[config.mk]
export PLATFORM = sky130hd
export DESIGN_NAME = seg7_scan_capture
export DESIGN_NICKNAME = d
export VERILOG_FILES = /design/src/rtl/seg7_scan_capture.sv
export SDC_FILE = /design/constraint.sdc
export NUM_CORES = 1
export LEC_CHECK = 0
export ABC_AREA = 0
export CAP_MARGIN = 20
export CORE_MARGIN = 2
export CORE_UTILIZATION = 58
export CTS_CLUSTER_SIZE = 28
export DETAILED_ROUTE_END_ITERATION = 16
export GPL_ROUTABILITY_DRIVEN = 0
export GPL_TIMING_DRIVEN = 1
export PLACE_DENSITY = 0.85
export SYNTH_ARGS = -nofsm -noshare
export SYNTH_HDL_FRONTEND = slang
export SYNTH_SLANG_ARGS = --single-unit
[constraint.sdc]
create_clock -name clk -period 3.33 [get_ports clk]
set_input_delay 0.666 -clock clk [delete_from_list [all_inputs] [get_ports clk]]
set_output_delay 0.666 -clock clk [all_outputs]
set_load 0.005 [all_outputs]
[src/rtl/seg7_scan_capture.sv]
// seg7_scan_capture: decodes a multiplexed active-low seven-segment bus back into per-digit values
//   clk, rst_n    : clock, asynchronous active-low reset
//   seg_n, an_n   : monitored segment lines (bit6=a..bit0=g) and digit enables, 0=active
//   digits        : decoded value per digit, digit i at [4i+3:4i]
//   digit_valid   : digit i has been committed since reset
//   blank         : last accepted pattern on digit i was blank
//   commit        : pulse, a pattern was accepted; commit_idx names the digit
//   bad_pattern   : pulse, a stable pattern was not in the code table
//   frame_done    : pulse, every digit committed since the previous frame_done
module seg7_scan_capture #(
   parameter int NUM_DIGITS = 4,
   parameter int STABLE_CYCLES = 4,
   localparam int IDX_W = $clog2(NUM_DIGITS)
) (
   input  logic                    clk,
   input  logic                    rst_n,
   input  logic [6:0]              seg_n,
   input  logic [NUM_DIGITS-1:0]   an_n,
   output logic [4*NUM_DIGITS-1:0] digits,
   output logic [NUM_DIGITS-1:0]   digit_valid,
   output logic [NUM_DIGITS-1:0]   blank,
   output logic                    commit,
   output logic [IDX_W-1:0]        commit_idx,
   output logic                    bad_pattern,
   output logic                    frame_done
);
   localparam int CNT_W = $clog2(STABLE_CYCLES + 1);
   localparam logic [CNT_W-1:0] STABLE = CNT_W'(STABLE_CYCLES);
   typedef enum logic [1:0] {IDLE, TRACK, HELD} state_t;
   state_t state, state_nxt;
   logic [6:0] s_seg, p_seg;
   logic [NUM_DIGITS-1:0] s_an, p_an, sel, seen, seen_all;
   logic [CNT_W-1:0] cnt, cnt_nxt;
   logic [IDX_W-1:0] idx;
   logic [3:0] code_val;
   logic one_hot, same, held_same, accept, code_ok, code_blank;
   assign sel = ~s_an;
   assign one_hot = (sel != '0) && ((sel & (sel - NUM_DIGITS'(1))) == '0);
   // p_* is the sample one cycle older, so "same" means the bus held still for a cycle
   assign same = (s_an == p_an) && (s_seg == p_seg);
   assign held_same = (state == HELD) && same;
   assign cnt_nxt = !one_hot ? '0 :
                    held_same ? cnt :
                    (state == TRACK && same) ? ((cnt == STABLE) ? cnt : cnt + 1'b1) :
                    CNT_W'(1);
   // a fresh or changed pattern counts as 1, so STABLE_CYCLES=1 accepts on its first look
   assign accept = one_hot && !held_same && (cnt_nxt == STABLE);
   assign state_nxt = !one_hot ? IDLE : (accept || held_same) ? HELD : TRACK;
   assign seen_all = seen | sel;
   always_comb begin
      idx = '0;
      for (int k = 0; k < NUM_DIGITS; k++)
         if (sel[k]) idx = IDX_W'(k);
   end
   always_comb begin
      code_ok = 1'b1;
      code_blank = 1'b0;
      code_val = 4'd0;
      case (s_seg)
         7'b0000001: code_val = 4'd0;
         7'b1001111: code_val = 4'd1;
         7'b0010010: code_val = 4'd2;
         7'b0000110: code_val = 4'd3;
         7'b1001100: code_val = 4'd4;
         7'b0100100: code_val = 4'd5;
         7'b0100000: code_val = 4'd6;
         7'b0001111: code_val = 4'd7;
         7'b0000000: code_val = 4'd8;
         7'b0000100: code_val = 4'd9;
         7'b1111111: code_blank = 1'b1;
         default:    code_ok = 1'b0;
      endcase
   end
   always_ff @(posedge clk or negedge rst_n) begin
      if (!rst_n) begin
         s_seg <= '1;
         p_seg <= '1;
         s_an <= '1;
         p_an <= '1;
         state <= IDLE;
         cnt <= '0;
         seen <= '0;
         digits <= '0;
         digit_valid <= '0;
         blank <= '0;
         commit <= 1'b0;
         commit_idx <= '0;
         bad_pattern <= 1'b0;
         frame_done <= 1'b0;
      end else begin
         s_seg <= seg_n;
         s_an <= an_n;
         p_seg <= s_seg;
         p_an <= s_an;
         state <= state_nxt;
         cnt <= cnt_nxt;
         commit <= 1'b0;
         bad_pattern <= 1'b0;
         frame_done <= 1'b0;
         if (accept && !code_ok)
            bad_pattern <= 1'b1;
         else if (accept) begin
            digits[4*idx +: 4] <= code_val;
            digit_valid[idx] <= 1'b1;
            blank[idx] <= code_blank;
            commit <= 1'b1;
            commit_idx <= idx;
            // a completed frame clears the mask, dropping the bit set by this very commit
            frame_done <= &seen_all;
            seen <= (&seen_all) ? '0 : seen_all;
         end
      end
   end
endmodule
==> impl_metrics.toml, run 1 <==
[setup_path]
critical_path.cell_chain = "inv_1, ha_1, and4b_1, o21ai_1, a211o_1, nor3b_4, and2_4, mux2_4"
critical_path.startpoint_type = "flip-flop"
cp-end-kind = "flip-flop"
crit-reg2reg-capture = "commit_idx[0]"
r2r_cells = 8
critical-path-max-stage-delay_ns = 0.66
crit_arrival_ns = 2.85
setup.worst_path.class = "flip-flop to flip-flop"
crit_fanout = 18
required_ns = 3.55
critical_path.slowest_cell = "nor3b_4"
regToRegSetupSlack_ns = 0.70
rr_startpoint = "cnt[0]"

[grt]
grt_pass1_vias = 1836
wire_length_of_the_first_global_routing_pass_um = 8760
global_route.peak_usage_layer = "met2"
grt_max_degree = 30
met3_track_utilization_from_global_routing_pct = 6.91
groute.layer.met1.usage_pct = 29.2
grt_antenna_before_repair = 0
overflow = 0
met2_usage_pct = 32.9
grt_util_all_layers_pct = 21.8

[detailed_routing]
wire_per_inst_um = 14.4
first_iter_violations = 97
dr.pass1.iters = 4
ant_nets = 0
finalWirelength_um = 5120
viasPerCell = 5.25
detailroute.via_count = 1869
drc = 0

[floorplanning]
floorplan.die_area_sq_um = 5480
core-area_sq_um = 4720
ios = 42
initial_core_utilization_pct = 60.3
placementRows = 25
dieWidth_um = 74.1
die_y_um = 74.1

[flow_run]
timing.max_cap.violations = 0

[min_path]
worst_hold_path_type = "input port to asynchronous set/reset pin"

[yosys]
syn_area_cell_sq_um = 11.7
netlist.top_cell.by_area = "dfrtp_1"
mappedNetlistArea_sq_um = 2850
ys_ff_latch = 60
post-synth-top-area-fraction_pct = 33.4
synth-async-reset-ratio_pct = 100
ys_dominant_reg_cell = "dfrtp_1"
synth-edff-count = 0
ys_top_cells_by_area = "dfrtp_1 (33%), dfstp_2 (20%), ha_1 (4.4%)"
syn-num-nets = 267
post_synth_inst_count = 244
ys_seq_area_share_pct = 53.7
synth_cell_type_count = 49
ys_warn_count = 0

[pwr]
p_int_mw = 1.08
p_seq_share_pct = 55.2
worst_ir_drop_vdd_v = 0.000288
total_switching_power_mw = 0.330
comb_power_share_pct = 6.6
total_leakage_power_nw = 1.54
power.clock.fraction_pct = 38.1
power.share.switching_pct = 23.4
post-layout-total-power_mw = 1.41
power-per-cell-area_nw_per_um2 = 412

[cts]
clk_transition_reported_paths_ns = 0.07
postCtsHoldBufs = 0
cts_resized = 0
post-cts-setup-buffer-count = 0
clockBufferDepth = 2
clk_root_buffer_cell = "clkbuf_8"
cts_max_level = 3
clkSinkCount = 60
worstSkewPairLatency_ns = 0.33
tritoncts.num_buffers = 9
clock_tree_from_tritoncts = "built"

[placement]
post-dp-hpwl_um = 3730
post-place-cells = 341
buffer_ports.inserted = 41

[sta]
fin_setup_tns_ns = 0
setup_repair_after_global_routing_missed_its_margin = "no"
max_freq_mhz = 381
fin_skew_ns = 0.00988
finalSetupViolations = 0
part_of_the_cycle_the_worst_path_needs_pct = 78.9
timing_max_transition_violations_final = 0
max_slew_margin_pct = 50.2
finalCriticalPeriod_ns = 2.63
final_hold_viol_count = 0
worst_pin_slew_ns = 0.746

[finish]
finalNonFillerCells = 356
antenna-diode-count = 0
finalNetCount = 308
areaGrowthSynthToFinish_pct = 20.3
final_core_utilization_pct = 72.5
layout-drive-gt1-share_pct = 20.4

[status]
run_status = "completed"
## cell usage in the layout, fill, tap and decap left out, types with 2 or more instances in the layout
| cell type | Yosys | layout |
|---|---|---|
| ha_1 | 10 | 10 |
| clkdlybuf4s50_1 | 0 | 40 |
| nand3_2 | 5 | 5 |
| and4_1 | 4 | 4 |
| dfstp_2 | 22 | 22 |
| nand4_1 | 2 | 2 |
| nand2b_1 | 7 | 7 |
| a21oi_1 | 5 | 5 |
| xor2_1 | 2 | 2 |
| xnor2_1 | 11 | 11 |
| clkinv_2 | 0 | 3 |
| nor3_1 | 6 | 6 |
| and3_1 | 2 | 2 |
| dfrtp_1 | 38 | 38 |
| a21o_1 | 4 | 4 |
| mux2_4 | 3 | 3 |
| nor2b_1 | 5 | 5 |
| o21ai_0 | 2 | 2 |
| inv_1 | 22 | 22 |
| nand2_1 | 20 | 20 |
| mux2i_1 | 12 | 12 |
| a21oi_2 | 4 | 4 |
| nor2_1 | 4 | 4 |
| nand3_1 | 12 | 12 |
| nand3b_1 | 4 | 4 |
| mux2_2 | 3 | 3 |
| clkbuf_1 | 0 | 2 |
| clkbuf_8 | 0 | 10 |
## cell usage after synthesis (5+ instances only)
cell	count
nand3_2	5
dfstp_2	22
ha_1	10
nand3_1	12
nor2b_1	5
mux2i_1	12
nand2b_1	7
nand2_1	20
xnor2_1	11
inv_1	22
dfrtp_1	38
a21oi_1	5
buf_2	8
nor3_1	6
## critical path: cells and delay by family (launching register included)
kind,cells,cell delay (ns)
DFF,1,0.41
buffers and inverters,1,0.08
AOI/OAI and AO/OA,2,0.40
muxes,1,0.30
adders and majority gates,1,0.17
and+or+nand+nor,3,1.14
## layout make-up
| class | instances | area [sq um] |
|---|---|---|
| tap | 67 | 83.8 |
| multi-input combinational | 149 | 1130 |
| fill | 339 | 1300 |
| clock inverter | 3 | 15.0 |
| clock buffer | 12 | 145 |
| timing repair buffer | 43 | 433 |
| inverter | 22 | 82.6 |
| sequential | 60 | 1530 |
## state kept, by name, indices dropped and copies added (netlist names), 3 cells and up
name         cells
s_an             4
p_an             4
digit_valid      4
s_seg            7
digits          16
blank            4
p_seg            7
seen             4
cnt              3
## per-stage QoR
stage / hold WS [ns] / area (sq um) / setup WS, ns
final: 0.336 / 3420 / 0.702
after global routing: 0.361 / 3420 / 0.483
after CTS: 0.331 / 3420 / 0.708
after detailed placement: 0.409 / 3260 / 0.716
after global placement: 0.406 / 3240 / 0.802
after floorplan: 0.352 / 2850 / 1.06
## power groups by stage
stage	clock [mW]	sequential [mW]	combinational, mW
after global routing	0.586	0.782	0.106
final	0.538	0.780	0.0935
after CTS	0.553	0.779	0.0946
after floorplan	0	0.776	0.0695
after detailed placement	0	0.791	0.0944
after global placement	0	0.789	0.0884
## metal layers
metal	wire [um]	vias to the layer above	share of wire, %
met4	97	0	1.9
met2	2460	56	48
met5	0	-	0
li1	-	902	-
met1	2330	903	46
met3	227	8	4.4
## how the worst max path moves through the flow
stage	end	slack, ns	start
floorplan	blank[2]	1.06	s_seg[6]
global placement	commit_idx[1]	0.80	cnt[0]
detailed placement	commit_idx[0]	0.72	cnt[0]
CTS	commit_idx[0]	0.71	cnt[0]
global route	blank[1]	0.48	cnt[0]
finish	commit_idx[0]	0.70	cnt[0]
## cell families after synthesis
logic type	synth area share [%]
buf+inv	6.42
mux	6.99
flops	53.7
compound gates	7.12
simple gates	17.4
fa+ha+maj	4.40
xor+xnor	4.00
Power figures use the tool's default switching activity.
==> inputs of run 2 (changes only) <==
--- a/config.mk
+++ b/config.mk
@@ -8,12 +8,12 @@
 export ABC_AREA = 0
 export CAP_MARGIN = 20
 export CORE_MARGIN = 2
-export CORE_UTILIZATION = 58
+export CORE_UTILIZATION = 49
 export CTS_CLUSTER_SIZE = 28
 export DETAILED_ROUTE_END_ITERATION = 16
 export GPL_ROUTABILITY_DRIVEN = 0
 export GPL_TIMING_DRIVEN = 1
-export PLACE_DENSITY = 0.85
+export PLACE_DENSITY = 0.76
 export SYNTH_ARGS = -nofsm -noshare
 export SYNTH_HDL_FRONTEND = slang
 export SYNTH_SLANG_ARGS = --single-unit
==> constraint.sdc (replaced) <==
create_clock -name clk -period 2.41 [get_ports clk]
set_input_delay 0.482 -clock clk [delete_from_list [all_inputs] [get_ports clk]]
set_output_delay 0.482 -clock clk [all_outputs]
set_load 0.005 [all_outputs]
==> run 2 against run 1 <==
  * Combinational power up 45%
  * Design area rose by 6.3%
  * Sequential cell count unchanged
  * Utilization is 7.2 points lower
  * Critical endpoint is now commit_idx[1]
==> impl_metrics.toml, run 2 (synthesis results as in run 1) <==
[setup_path]
setup.worst_path.class = "flip-flop to flip-flop"
crit_fanout = 5
required_ns = 2.64
critical_path.cell_chain = "inv_1, ha_2, and4b_1, o21ai_1, a211o_1, nor3b_4, buf_4, buf_12, and2_4, mux2_4"
r2r_cells = 10
crit_arrival_ns = 2.57
critical_path.slowest_cell = "dfrtp_1"
regToRegSetupSlack_ns = 0.07
crit-reg2reg-capture = "commit_idx[1]"
critical-path-max-stage-delay_ns = 0.40
worst_setup_path_startpoint = "cnt[0]"
rr_startpoint = "cnt[0]"
cp-end-kind = "flip-flop"
critical_path.startpoint_type = "flip-flop"

[status]
run_status = "completed"

[floorplanning]
dieWidth_um = 80.2
initial_core_utilization_pct = 51.1
core-area_sq_um = 5570
ios = 42
die_y_um = 80.2
floorplan.die_area_sq_um = 6430
placementRows = 27

[pwr]
total_switching_power_mw = 0.491
comb_power_share_pct = 6.1
worst_ir_drop_vdd_v = 0.000370
power.clock.fraction_pct = 45.5
power-per-cell-area_nw_per_um2 = 611
power.share.switching_pct = 22.1
p_seq_share_pct = 48.4
p_int_mw = 1.73
total_leakage_power_nw = 1.64

[sta]
worst_pin_slew_ns = 0.524
fin_skew_ns = 0.00783
fin_setup_tns_ns = 0
final_hold_viol_count = 0
timing_max_transition_violations_final = 0
timing.final.ws_setup_ns = 0.0746
max_slew_margin_pct = 65.1
max_freq_mhz = 428
finalSetupViolations = 0
part_of_the_cycle_the_worst_path_needs_pct = 96.9
finalCriticalPeriod_ns = 2.34

[flow_run]
timing.max_cap.violations = 0

[finish]
final_cell_area_sq_um = 3640
layout-drive-gt1-share_pct = 24.9
largest_register_ffs = 16
largest_register = "digits"
final.fill_count = 430
layout_commonest_cell = "clkdlybuf4s50_1"
antenna-diode-count = 0
finalNetCount = 319
mostFrequentLayoutCells = "clkdlybuf4s50_1 (40), dfrtp_1 (38), inv_1 (22), dfstp_2 (22), nand2_1 (20)"
biggestRegsByFlops = "digits (16), p_seg (7), s_seg (7)"
areaGrowthSynthToFinish_pct = 27.8

[grt]
grt_pass1_vias = 1871
wire_length_of_the_first_global_routing_pass_um = 8690
grt_antenna_before_repair = 0
grt_util_all_layers_pct = 18.0
overflow = 0
grt_max_degree = 61

[detailed_routing]
finalWirelength_um = 5380
wire_per_inst_um = 14.4
viasPerCell = 5.10
detailroute.via_count = 1903
drc = 0
dr.pass1.iters = 4
first_iter_violations = 124
ant_nets = 0

[cts]
clockBufferDepth = 2
clk_root_buffer_cell = "clkbuf_8"
postCtsHoldBufs = 0
tritoncts.num_buffers = 9
clock_tree_from_tritoncts = "built"
clkSinkCount = 60
worstSkewPairLatency_ns = 0.34
clk_transition_reported_paths_ns = 0.07
cts_max_level = 3

[placement]
buffer_ports.inserted = 41
post-dp-hpwl_um = 3490
place_area_sq_um = 3300
placement.setup.worst_slack_ns = 0.104

[min_path]
worst_hold_path_type = "input port to asynchronous set/reset pin"
[run 2: layout make-up]
class                      count  area, sq um  share of cell area, %
inverter                      22         82.6                   2.27
multi-input combinational    149         1140                   31.4
clock buffer                  13          190                   5.23
timing repair buffer          54          563                   15.5
clock inverter                 3         40.0                   1.10
tap                           72         90.1                   2.48
sequential                    60         1530                   42.0
[run 2: worst max path at each step]
stage | end | slack [ns] | cells past startpoint
2_1_floorplan | blank[2] | 0.14 | 9
3_3_place_gp | blank[1] | 0.16 | 6
3_5_place_dp | blank[1] | 0.10 | 6
4_1_cts | blank[3] | 0.09 | 6
5_1_grt | commit_idx[0] | -0.03 | 6
6_report | commit_idx[1] | 0.07 | 10
[run 2: critical path, delay by kind of cell (launching register included)]
family | cells | cell delay, ns
adders and majority gates | 1 | 0.18
AOI/OAI and AO/OA | 2 | 0.45
DFF | 1 | 0.40
buffers and inverters | 3 | 0.34
and+or+nand+nor | 3 | 0.57
muxes | 1 | 0.29
[run 2: what timing repair did]
action                                  in CTS  in global routing
setup buffers                                0                  6
endpoints found under the setup margin       0                  3
gates resized for setup                      0                  2
[run 2: routing by layer]
metal	vias up	wire length [um]	part of all wire [%]	GRT usage, %
met5	-	0	0	0
met4	0	85	1.6	7.63
met3	7	213	4.0	5.51
met2	41	2660	50	28.2
met1	927	2420	45	23.1
li1	928	-	-	-
[run 2: through the flow]
stage | cells | hold WS (ns) | utilization [%] | power (mW)
final | 373 | 0.137 | 65.3 | 2.22
after global routing | 373 | 0.157 | 65.3 | 2.32
after CTS | 365 | 0.145 | 63.4 | 2.24
after detailed placement | 349 | 0.406 | 59.3 | 1.22
after global placement | 349 | 0.407 | 59.3 | 1.22
after floorplan | 244 | 0.186 | - | 1.17
[run 2: power by group through the flow]
stage                     sequential (mW)  clock [mW]  combinational, mW
final                                1.08        1.01              0.136
after global routing                 1.08        1.09              0.151
after CTS                            1.07        1.03              0.133
after detailed placement             1.09           0              0.132
after global placement               1.09           0              0.131
after floorplan                      1.07           0             0.0960
==> inputs of run 3 (changes only) <==
--- a/config.mk
+++ b/config.mk
@@ -7,13 +7,16 @@
 export LEC_CHECK = 0
 export ABC_AREA = 0
 export CAP_MARGIN = 20
+export CELL_PAD_IN_SITES_DETAIL_PLACEMENT = 1
+export CELL_PAD_IN_SITES_GLOBAL_PLACEMENT = 2
 export CORE_MARGIN = 2
-export CORE_UTILIZATION = 49
+export CORE_UTILIZATION = 32
 export CTS_CLUSTER_SIZE = 28
 export DETAILED_ROUTE_END_ITERATION = 16
 export GPL_ROUTABILITY_DRIVEN = 0
 export GPL_TIMING_DRIVEN = 1
-export PLACE_DENSITY = 0.76
+export PLACE_DENSITY_LB_ADDON = 0.1
+export SLEW_MARGIN = 20
 export SYNTH_ARGS = -nofsm -noshare
 export SYNTH_HDL_FRONTEND = slang
 export SYNTH_SLANG_ARGS = --single-unit
==> run 3 against run 2 <==
  * Hold slack gained 0.023 ns
  * Combinational power grew 5%
  * Critical path type unchanged
  * Critical path depth shrank 1
  * Setup slack gained 0.050 ns
  * Power shrank 3.0%
  * Clock skew is essentially flat
  * Global-route usage shrank 4.0 points
  * Register-to-register slack gained 0.05 ns
  * First-iteration DRC count shrank 56%
  * Largest power group unchanged
  * Non-clock buffer count shrank 1
  * Die area grew 50%
  * Sequential share of layout area grew 0.25 points
==> impl_metrics.toml, run 3 (synthesis results as in run 1) <==
[status]
run_status = "completed"

[finish]
layout_commonest_cell = "clkdlybuf4s50_1"
mostFrequentLayoutCells = "clkdlybuf4s50_1 (40), dfrtp_1 (38), inv_1 (22), dfstp_2 (22), nand2_1 (20)"
finalNetCount = 318
biggestRegsByFlops = "digits (16), p_seg (7), s_seg (7)"
final_cell_area_sq_um = 3620
antenna-diode-count = 0
layout-drive-gt1-share_pct = 24.0
largest_register = "digits"
finalNonFillerCells = 408
largest_register_ffs = 16
areaGrowthSynthToFinish_pct = 27.0
final_core_utilization_pct = 41.7

[floorplanning]
die_y_um = 98.3
ios = 42
placementRows = 34
core-area_sq_um = 8680
floorplan.die_area_sq_um = 9670
initial_core_utilization_pct = 32.8
dieWidth_um = 98.3

[setup_path]
r2r_cells = 9
regToRegSetupSlack_ns = 0.12
worst_setup_path_startpoint = "cnt[0]"
setup.worst_path.class = "flip-flop to flip-flop"
crit_arrival_ns = 2.51
crit-reg2reg-capture = "commit_idx[1]"
crit_fanout = 18
required_ns = 2.64
critical_path.startpoint_type = "flip-flop"
rr_startpoint = "cnt[0]"
cp-end-kind = "flip-flop"
crit_end = "commit_idx[1]"

[pwr]
total_leakage_power_nw = 1.61
power-per-cell-area_nw_per_um2 = 596
post-layout-total-power_mw = 2.15
worst_ir_drop_vdd_v = 0.000263

[sta]
timing_max_transition_violations_final = 0
final_hold_viol_count = 0
worst_pin_slew_ns = 0.639
part_of_the_cycle_the_worst_path_needs_pct = 94.8
fin_setup_tns_ns = 0
fin_skew_ns = 0.00832
max_freq_mhz = 438
finalSetupViolations = 0
finalHoldWorstSlack_ns = 0.160
setup_repair_after_global_routing_missed_its_margin = "no"
max_slew_margin_pct = 57.4
finalCriticalPeriod_ns = 2.29
timing.final.ws_setup_ns = 0.125

[detailed_routing]
detailroute.via_count = 1883
drc = 0
dr.pass1.iters = 4
finalWirelength_um = 6030
ant_nets = 0
wire_per_inst_um = 14.8
first_iter_violations = 54
viasPerCell = 4.62

[cts]
cts_max_level = 3
clock_tree_from_tritoncts = "built"
clk_root_buffer_cell = "clkbuf_8"
worstSkewPairLatency_ns = 0.34
cts_resized = 0
postCtsHoldBufs = 0
post-cts-setup-buffer-count = 0
clockBufferDepth = 2
tritoncts.num_buffers = 9
clk_transition_reported_paths_ns = 0.07
clkSinkCount = 60

[placement]
place_area_sq_um = 3400
placement.setup.worst_slack_ns = 0.139
buffer_ports.inserted = 41
post-place-cells = 392
post-dp-hpwl_um = 4290

[flow_run]
timing.max_cap.violations = 0

[grt]
grt_max_degree = 34
wire_length_of_the_first_global_routing_pass_um = 10600
grt_antenna_before_repair = 0
overflow = 0
grt_pass1_vias = 2084
grt_util_all_layers_pct = 14.0

[min_path]
worst_hold_path_type = "input port to asynchronous set/reset pin"
[run 3: report_power, final]
group	internal, mW	total (mW)	leakage (nW)	switching, mW
Sequential	1.04	1.08	0.761	0.0306
Clock	0.504	0.936	0.106	0.433
Combinational	0.0676	0.143	0.746	0.0749
[run 3: critical path, cell delays in order, from the launching register on]
cell and delay (ns):
dfrtp_1 0.40, inv_1 0.09, ha_1 0.18, and4b_1 0.20
o21ai_1 0.07, a211o_1 0.33, nor3b_4 0.25, buf_12 0.18
and2_4 0.17, mux2_4 0.29
[run 3: cell type report]
type | instances | area [sq um]
multi-input combinational | 149 | 1130
sequential | 60 | 1530
fill | 967 | 5060
clock inverter | 5 | 40.0
tap | 108 | 135
clock buffer | 11 | 174
inverter | 22 | 82.6
timing repair buffer | 53 | 520
[run 3: how the worst min path moves through the flow]
stage                              to  slack [ns]  cells past startpoint
after global placement        p_an[0]        0.41                      0
after floorplan           bad_pattern        0.19                      0
final                        state[1]        0.16                      1
after global routing         state[1]        0.21                      1
after CTS                    state[1]        0.17                      1
after detailed placement      p_an[0]        0.41                      0
[run 3: per-layer routing]
layer,track usage (%),wire [um]
met1,18.5,2990
met2,22.2,2740
met3,3.08,185
met4,6.01,116
met5,0,0
